File: config.mk
export PLATFORM = sky130hd
export DESIGN_NAME = down_counter
export DESIGN_NICKNAME = d
export VERILOG_FILES = /design/src/rtl/down_counter_pkg.sv /design/src/rtl/down_counter.sv
export SDC_FILE = /design/constraint.sdc
export NUM_CORES = 1
export LEC_CHECK = 0
export ABC_CLOCK_PERIOD_IN_PS = 5120
export CAP_MARGIN = 20
export CELL_PAD_IN_SITES_DETAIL_PLACEMENT = 1
export CELL_PAD_IN_SITES_GLOBAL_PLACEMENT = 2
export CORE_MARGIN = 8
export CORE_UTILIZATION = 29
export DETAILED_ROUTE_END_ITERATION = 8
export PLACE_DENSITY_LB_ADDON = 0.1
export SYNTH_ARGS = -nofsm -noshare
export SYNTH_HDL_FRONTEND = slang
export SYNTH_SLANG_ARGS = --single-unit
export TNS_END_PERCENT = 5
File: constraint.sdc
create_clock -name clk -period 5.12 [get_ports clk]
set_clock_uncertainty 0.15 [all_clocks]
set_input_delay 1.536 -clock clk [delete_from_list [all_inputs] [get_ports clk]]
set_output_delay 1.536 -clock clk [all_outputs]
set_load 0.01 [all_outputs]
File: src/rtl/down_counter_pkg.sv
// Shared types and constants for the loadable countdown timer.
package down_counter_pkg;

    typedef enum logic [1:0] {
        IDLE = 2'd0,
        RUN  = 2'd1,
        HOLD = 2'd2
    } state_t;

    localparam int DEFAULT_WIDTH = 12;

endpackage

File: src/rtl/down_counter.sv
// Loadable countdown timer with a one-cycle done pulse at terminal count.
// Optional build macro DOWN_COUNTER_AUTO_RELOAD_EN: terminal count reloads the
// last loaded value and keeps running, giving a periodic done pulse.
//
// state | meaning
// ------+--------------------------------------------------
// IDLE  | no countdown; count holds (normally 0), enable ignored
// RUN   | counting down one per enabled edge
// HOLD  | countdown paused by enable=0, count held
module down_counter
    import down_counter_pkg::*;
#(
    parameter int WIDTH = DEFAULT_WIDTH
) (
    input  logic             clk,
    input  logic             reset,
    input  logic             load,
    input  logic [WIDTH-1:0] load_value,
    input  logic             enable,
    output logic [WIDTH-1:0] count,
    output logic             busy,
    output logic             zero,
    output logic             done
);

    state_t           state;
    state_t           state_next;
    logic [WIDTH-1:0] count_next;
    logic             done_next;
`ifdef DOWN_COUNTER_AUTO_RELOAD_EN
    logic [WIDTH-1:0] reload;
    logic [WIDTH-1:0] reload_next;
`endif

    // State, count, done (and reload) registers with async active-low reset.
    always_ff @(posedge clk or negedge reset) begin
        if (!reset) begin
            state  <= IDLE;
            count  <= '0;
            done   <= 1'b0;
`ifdef DOWN_COUNTER_AUTO_RELOAD_EN
            reload <= '0;
`endif
        end else begin
            state  <= state_next;
            count  <= count_next;
            done   <= done_next;
`ifdef DOWN_COUNTER_AUTO_RELOAD_EN
            reload <= reload_next;
`endif
        end
    end

    // Next-state: load beats decrement; a load abandons any countdown silently.
    always_comb begin
        state_next = state;
        count_next = count;
        done_next  = 1'b0;
`ifdef DOWN_COUNTER_AUTO_RELOAD_EN
        reload_next = reload;
`endif
        if (load) begin
            count_next = load_value;
`ifdef DOWN_COUNTER_AUTO_RELOAD_EN
            reload_next = load_value;
`endif
            if (load_value == '0) begin
                state_next = IDLE;
                done_next  = 1'b1;
            end else begin
                state_next = RUN;
            end
        end else begin
            case (state)
                IDLE: state_next = IDLE;
                RUN, HOLD: begin
                    if (!enable) begin
                        state_next = HOLD;
                    end else if (count == WIDTH'(1)) begin
                        done_next = 1'b1;
`ifdef DOWN_COUNTER_AUTO_RELOAD_EN
                        count_next = reload;
                        state_next = RUN;
`else
                        count_next = '0;
                        state_next = IDLE;
`endif
                    end else if (count == '0) begin
                        // Never decrement through zero; drop back to idle.
                        state_next = IDLE;
                    end else begin
                        count_next = count - WIDTH'(1);
                        state_next = RUN;
                    end
                end
                default: state_next = IDLE;
            endcase
        end
    end

    // Status outputs decoded from the registered state and count.
    always_comb begin
        busy = (state == RUN) || (state == HOLD);
        zero = (count == '0);
    end

endmodule

# After elaboration in Yosys (flattened, before gate mapping)

Index checks and enable logic that the tools add are counted.

Register bits: 15
Latch bits: 0
RAM bits: 0
Memory bits (read-only): 0
Input port bits: 16
Memories kept: 0

$add $sub $neg: 1
Multiply operators: 0
Divide/modulo/power cells: 0
Order comparisons: 0
Eq/ne operators: 4
Shifts and indexed selects: 0
Muxes and demuxes: 16
Bitwise gates (word level): 0
Reduce and logical (&&, ||, !) cells: 7

Operators by type and width:

| kind                                                  | count |
|---|---|
| 2-to-1 mux 12 bit                                     | 5 |
| logical NOT 12 bit                                    | 2 |
| == test 12 x 1 -> 1 bit, second input constant        | 1 |
| subtractor 12 x 1 -> 12 bit, second input constant    | 1 |
| 2-to-1 mux 1 bit                                      | 8 |
| 2-to-1 mux 2 bit                                      | 3 |
| nonzero test 2 bit                                    | 2 |
| inequality test 3 x 2 -> 1 bit, second input constant | 1 |
| AND reduction 3 bit                                   | 1 |
| == test 2 x 1 -> 1 bit, second input constant         | 1 |
| == test 2 bit, second input constant                  | 1 |
| OR reduction 2 bit                                    | 1 |
| logical OR 1 bit                                      | 1 |

# Depth between registers and ports, before layout

Depth in word-level cells: 6
Gate-level depth with buffers: 6
Mapped depth without buffers: 6

# Worst setup path before layout

Ideal clock, no wire load.

Kind: flip-flop to output port
From: reg count[5]
To: out zero
Arrival: 1499 ps
Required time: 3434 ps
Path slack: 1935 ps
Cell stages (with the launch flop): 5
Path buffers: 1
Cells stage by stage: dfrtp_1 -> or4_4 -> buf_6 -> nand2b_2 -> nor2_1

Longest elaborated chain between the ends: 1

Ends and longest elaborated chain:

| what                   | RTL line            | source |
|---|---|---|
| from (decl)            | down_counter.sv:20  | `output logic [WIDTH-1:0] count,` |
| from (signal assigned) | down_counter.sv:46  | `count <= count_next;` |
| logical NOT 12 bit     | down_counter.sv:104 | `zero = (count == '0);` |
| to (decl)              | down_counter.sv:22  | `output logic zero,` |

No other way between the ends.

# Worst setup path after layout

From: reg count[0]
To: out zero

The elaborated chain is that of the path after synthesis.

==> key figures <==
Routing
  • Via-per-instance ratio: between 5 and 6
  • Initial detailed-routing violation count: 33
  • Total via count after detailed routing: approximately 1100
  • Wirelength, routed: ~3700 microns
  • Pre-Repair DR Iteration Count: 4
  • Number of nets with antenna violations after detailed routing: 0
  • DR DRC count: 0
  • Post-DR wirelength/cell: approximately 19 microns

Logic synthesis
  • Average size of a mapped cell: 9.11 sq um
  • Post-synthesis instance total: about 120
  • Synth warnings: 0
  • Number of flip-flops and latches in the synthesized netlist: 15
  • Fraction of registers with async set or reset after synthesis: 1.00
  • Distinct cell type count of the synthesized netlist: 45
  • Most frequently used flop master after synthesis: sky130_fd_sc_hd__dfrtp_1
  • Number of nets in the synthesized netlist: 136
  • Post-synth EDFFs: 0
  • Portion of the post-synthesis area used by sequential elements: 0.349
  • Post-synthesis instance area: around 1100 sq um

STA
  • Highest clock rate: between 0.2 and 0.3 GHz
  • Time the final worst path needs with I/O delays and setup: roughly 4 ns
  • Final count of pins violating max slew: 0
  • RSZ-0062 raised after global routing: false
  • Final hold viol count: 0
  • Setup violations, final: 0
  • Setup TNS: 0 ns
  • Max transition margin: 0.505
  • Slew at the pin with the worst max-slew slack: roughly 0.74 ns
  • Share of the clock period used by the worst path after layout: 0.779

Global routing
  • Gr usage total: 0.134
  • Total global routing overflow: 0
  • Antenna violations before repair: 0
  • Largest net degree at the start of global routing: 20
  • Vias in the first global route: 1158
  • Wire length of the first global-routing pass: around 6300 microns

Worst setup path
  • Longest individual stage delay on the worst path: around 0.54 ns
  • Critical path data arrival time: between 2 and 2.5 ns
  • Critical Path Slowest Stage Cell: sky130_fd_sc_hd__clkdlybuf4s50_1
  • Critical path's top delay family: simple AND/OR/NAND/NOR gates
  • Classification of the worst setup path: flop to primary output
  • Element type at the critical path end: primary output
  • Buf+Inv Stages, Crit Path: 2
  • Cell chain of the critical path: inv_1 > ha_1 > nor3b_1 > nand2b_2 > nor2_1 > clkdlybuf4s50_1
  • Required time of the critical path: around 3.4 ns
  • Critical Path Source Type: flop
  • Reg2reg setup slack: approximately 2.7 ns
  • Worst Path Max Fanout: 7

Run
  • Max-cap violation count: 0

Clock network
  • CTS buffer count: 3
  • Clk Latency, worst-skew pair: between 0.2 and 0.3 ns
  • Maximum count of clock buffers along a single path: 2
  • Clock tree from TritonCTS: done
  • Post-CTS clock slew at the launch and capture registers of the worst setup and hold paths: 0.06 ns
  • Post-CTS setup buffer count: 0
  • CTS H-Tree Depth: 1
  • CTS Sinks: 15
  • Hold-fix buffers at CTS: 0
  • Buffer cell driving the clock tree root: sky130_fd_sc_hd__clkbuf_8
  • Number of gates resized after cts: 0

Place
  • Count of input and output buffers: 30
  • Total half-perimeter wirelength after legalization and detailed placement: between 2000 and 3000 microns
  • Routability cong.: 0.797

Layout
  • Diodes inserted: 0
  • Share of final-layout standard cells stronger than drive strength 1: 0.0748
  • Number of nets in the final layout: 166
  • Core occupancy in the finished layout: 0.404
  • Number of fill cells: 429
  • Area growth syn-to-layout: 35.5%

Floorplanning
  • Area enclosed by the die boundary: about 5900 sq um
  • Die outline height: roughly 77 microns
  • Floorplan Core Area: between 3000 and 4000 sq um
  • Boundary Pins: 31
  • FP Rows: 22
  • Initial Utilization: 0.298
  • Horizontal extent of the die: around 77 microns

Pwr
  • Final Power: around 400 uW
  • Total leakage power: 0.545 nW
  • Power density over the cells: roughly 270 nW/um^2
  • Peak supply drop: around 130 uV

Status
  • Run status: completed

Min path
  • Hold/Removal Path Class: flop to flop
## area by class of cell
cell class | instances | area [sq um] | area share
Multi-Input combinational cell | 91 | 646 | 0.443
Sequential cell | 15 | 375 | 0.258
Clock buffer | 4 | 45.0 | 0.0309
Timing Repair Buffer | 31 | 308 | 0.211
Tap cell | 48 | 60.1 | 0.0412
Inverter | 6 | 22.5 | 0.0155
## synthesized netlist by cell type (2+ instances only)
cell                       count  area share
sky130_fd_sc_hd__o21ai_0       2      0.0093
sky130_fd_sc_hd__nor4_1        6       0.035
sky130_fd_sc_hd__o311ai_1      4       0.033
sky130_fd_sc_hd__ha_1          2       0.023
sky130_fd_sc_hd__or4_4         2       0.021
sky130_fd_sc_hd__or3_1         3       0.017
sky130_fd_sc_hd__o31a_1        2       0.016
sky130_fd_sc_hd__nand4_1       2       0.012
sky130_fd_sc_hd__dfrtp_1      15        0.35
sky130_fd_sc_hd__or4_1         3       0.021
sky130_fd_sc_hd__o21ai_1       2      0.0093
sky130_fd_sc_hd__nand2_1      12       0.042
sky130_fd_sc_hd__nor3_1        4       0.019
sky130_fd_sc_hd__nor3b_1       2       0.014
sky130_fd_sc_hd__o31ai_1       4       0.028
sky130_fd_sc_hd__and2_1        2       0.012
sky130_fd_sc_hd__mux2i_1       2       0.019
sky130_fd_sc_hd__inv_1         5       0.017
sky130_fd_sc_hd__a21oi_1       2      0.0093
sky130_fd_sc_hd__clkbuf_1      4       0.014
sky130_fd_sc_hd__a211oi_1      2       0.014
sky130_fd_sc_hd__a221o_1       5       0.047
sky130_fd_sc_hd__o22ai_1       2       0.012
sky130_fd_sc_hd__nor2_1        8       0.028
## through the flow
step / cell area (sq um) / hold slack (ns) / std cells / worst slack, ns
finish: 1460 / 0.463 / 195 / 1.13
global route: 1460 / 0.482 / 195 / 0.977
CTS: 1460 / 0.471 / 195 / 1.12
detailed placement: 1410 / 0.456 / 191 / 1.42
global placement: 1410 / 0.446 / 191 / 1.45
floorplan: 1070 / 0.462 / 118 / 1.94
## layer usage
metal,vias up,routed length (microns),share of wire,track usage
met1,533,1800,0.48,0.171
met2,16,1790,0.48,0.215
met3,5,112,0.030,0.0373
met4,0,39,0.010,0.0346
li1,527,-,-,-
met5,-,0,0,0
## cell families (layout without fill, tap and decap cells)
kind of cell | Yosys count | after routing | synth area share
mux | 2 | 2 | 0.0186
fa+ha+maj | 2 | 2 | 0.0233
flops | 15 | 15 | 0.349
buf+inv | 12 | 41 | 0.0500
xor+xnor | 1 | 1 | 0.00815
compound gates | 32 | 32 | 0.232
simple gates | 54 | 54 | 0.319
## worst reg2reg max path, delay by kind of cell (launching register included)
kind	cells	cell delay (ns)
AOI/OAI and AO/OA	2	0.60
adders and majority gates	1	0.26
buffers and inverters	1	0.09
DFF	1	0.46
and+or+nand+nor	2	0.78
## cell usage in the layout (no fill, tap or decap), types with 4 or more instances in the layout
master and n:
sky130_fd_sc_hd__inv_1 5, sky130_fd_sc_hd__o311ai_1 4, sky130_fd_sc_hd__dfrtp_1 15, sky130_fd_sc_hd__nor2_1 8, sky130_fd_sc_hd__a221o_1 5, sky130_fd_sc_hd__nand2_1 12, sky130_fd_sc_hd__nor3_1 4, sky130_fd_sc_hd__nor4_1 6
sky130_fd_sc_hd__o31ai_1 4, sky130_fd_sc_hd__clkdlybuf4s50_1 30
## path summary, 6_finish.rpt
path | startpoint | end | cells past startpoint
max in group asynchronous | reset | count[3]$_DFFE_PN0P_ | 1
max | count[0]$_DFFE_PN0P_ | zero | 6
min | count[6]$_DFFE_PN0P_ | count[6]$_DFFE_PN0P_ | 2
min reg2reg | count[6]$_DFFE_PN0P_ | count[6]$_DFFE_PN0P_ | 2
min in group asynchronous | reset | count[7]$_DFFE_PN0P_ | 1
max reg2reg | count[0]$_DFFE_PN0P_ | count[5]$_DFFE_PN0P_ | 6
## registers in the layout (all words and copies together) (netlist names)
name / cells
count: 12
state: 2
done: 1
## power by group
group          total [mW]  internal (mW)  switching (mW)
Sequential          0.159          0.133          0.0262
Combinational       0.135         0.0682          0.0670
Clock               0.102         0.0553          0.0466
Note: power is estimated with default switching activity, not from simulation.
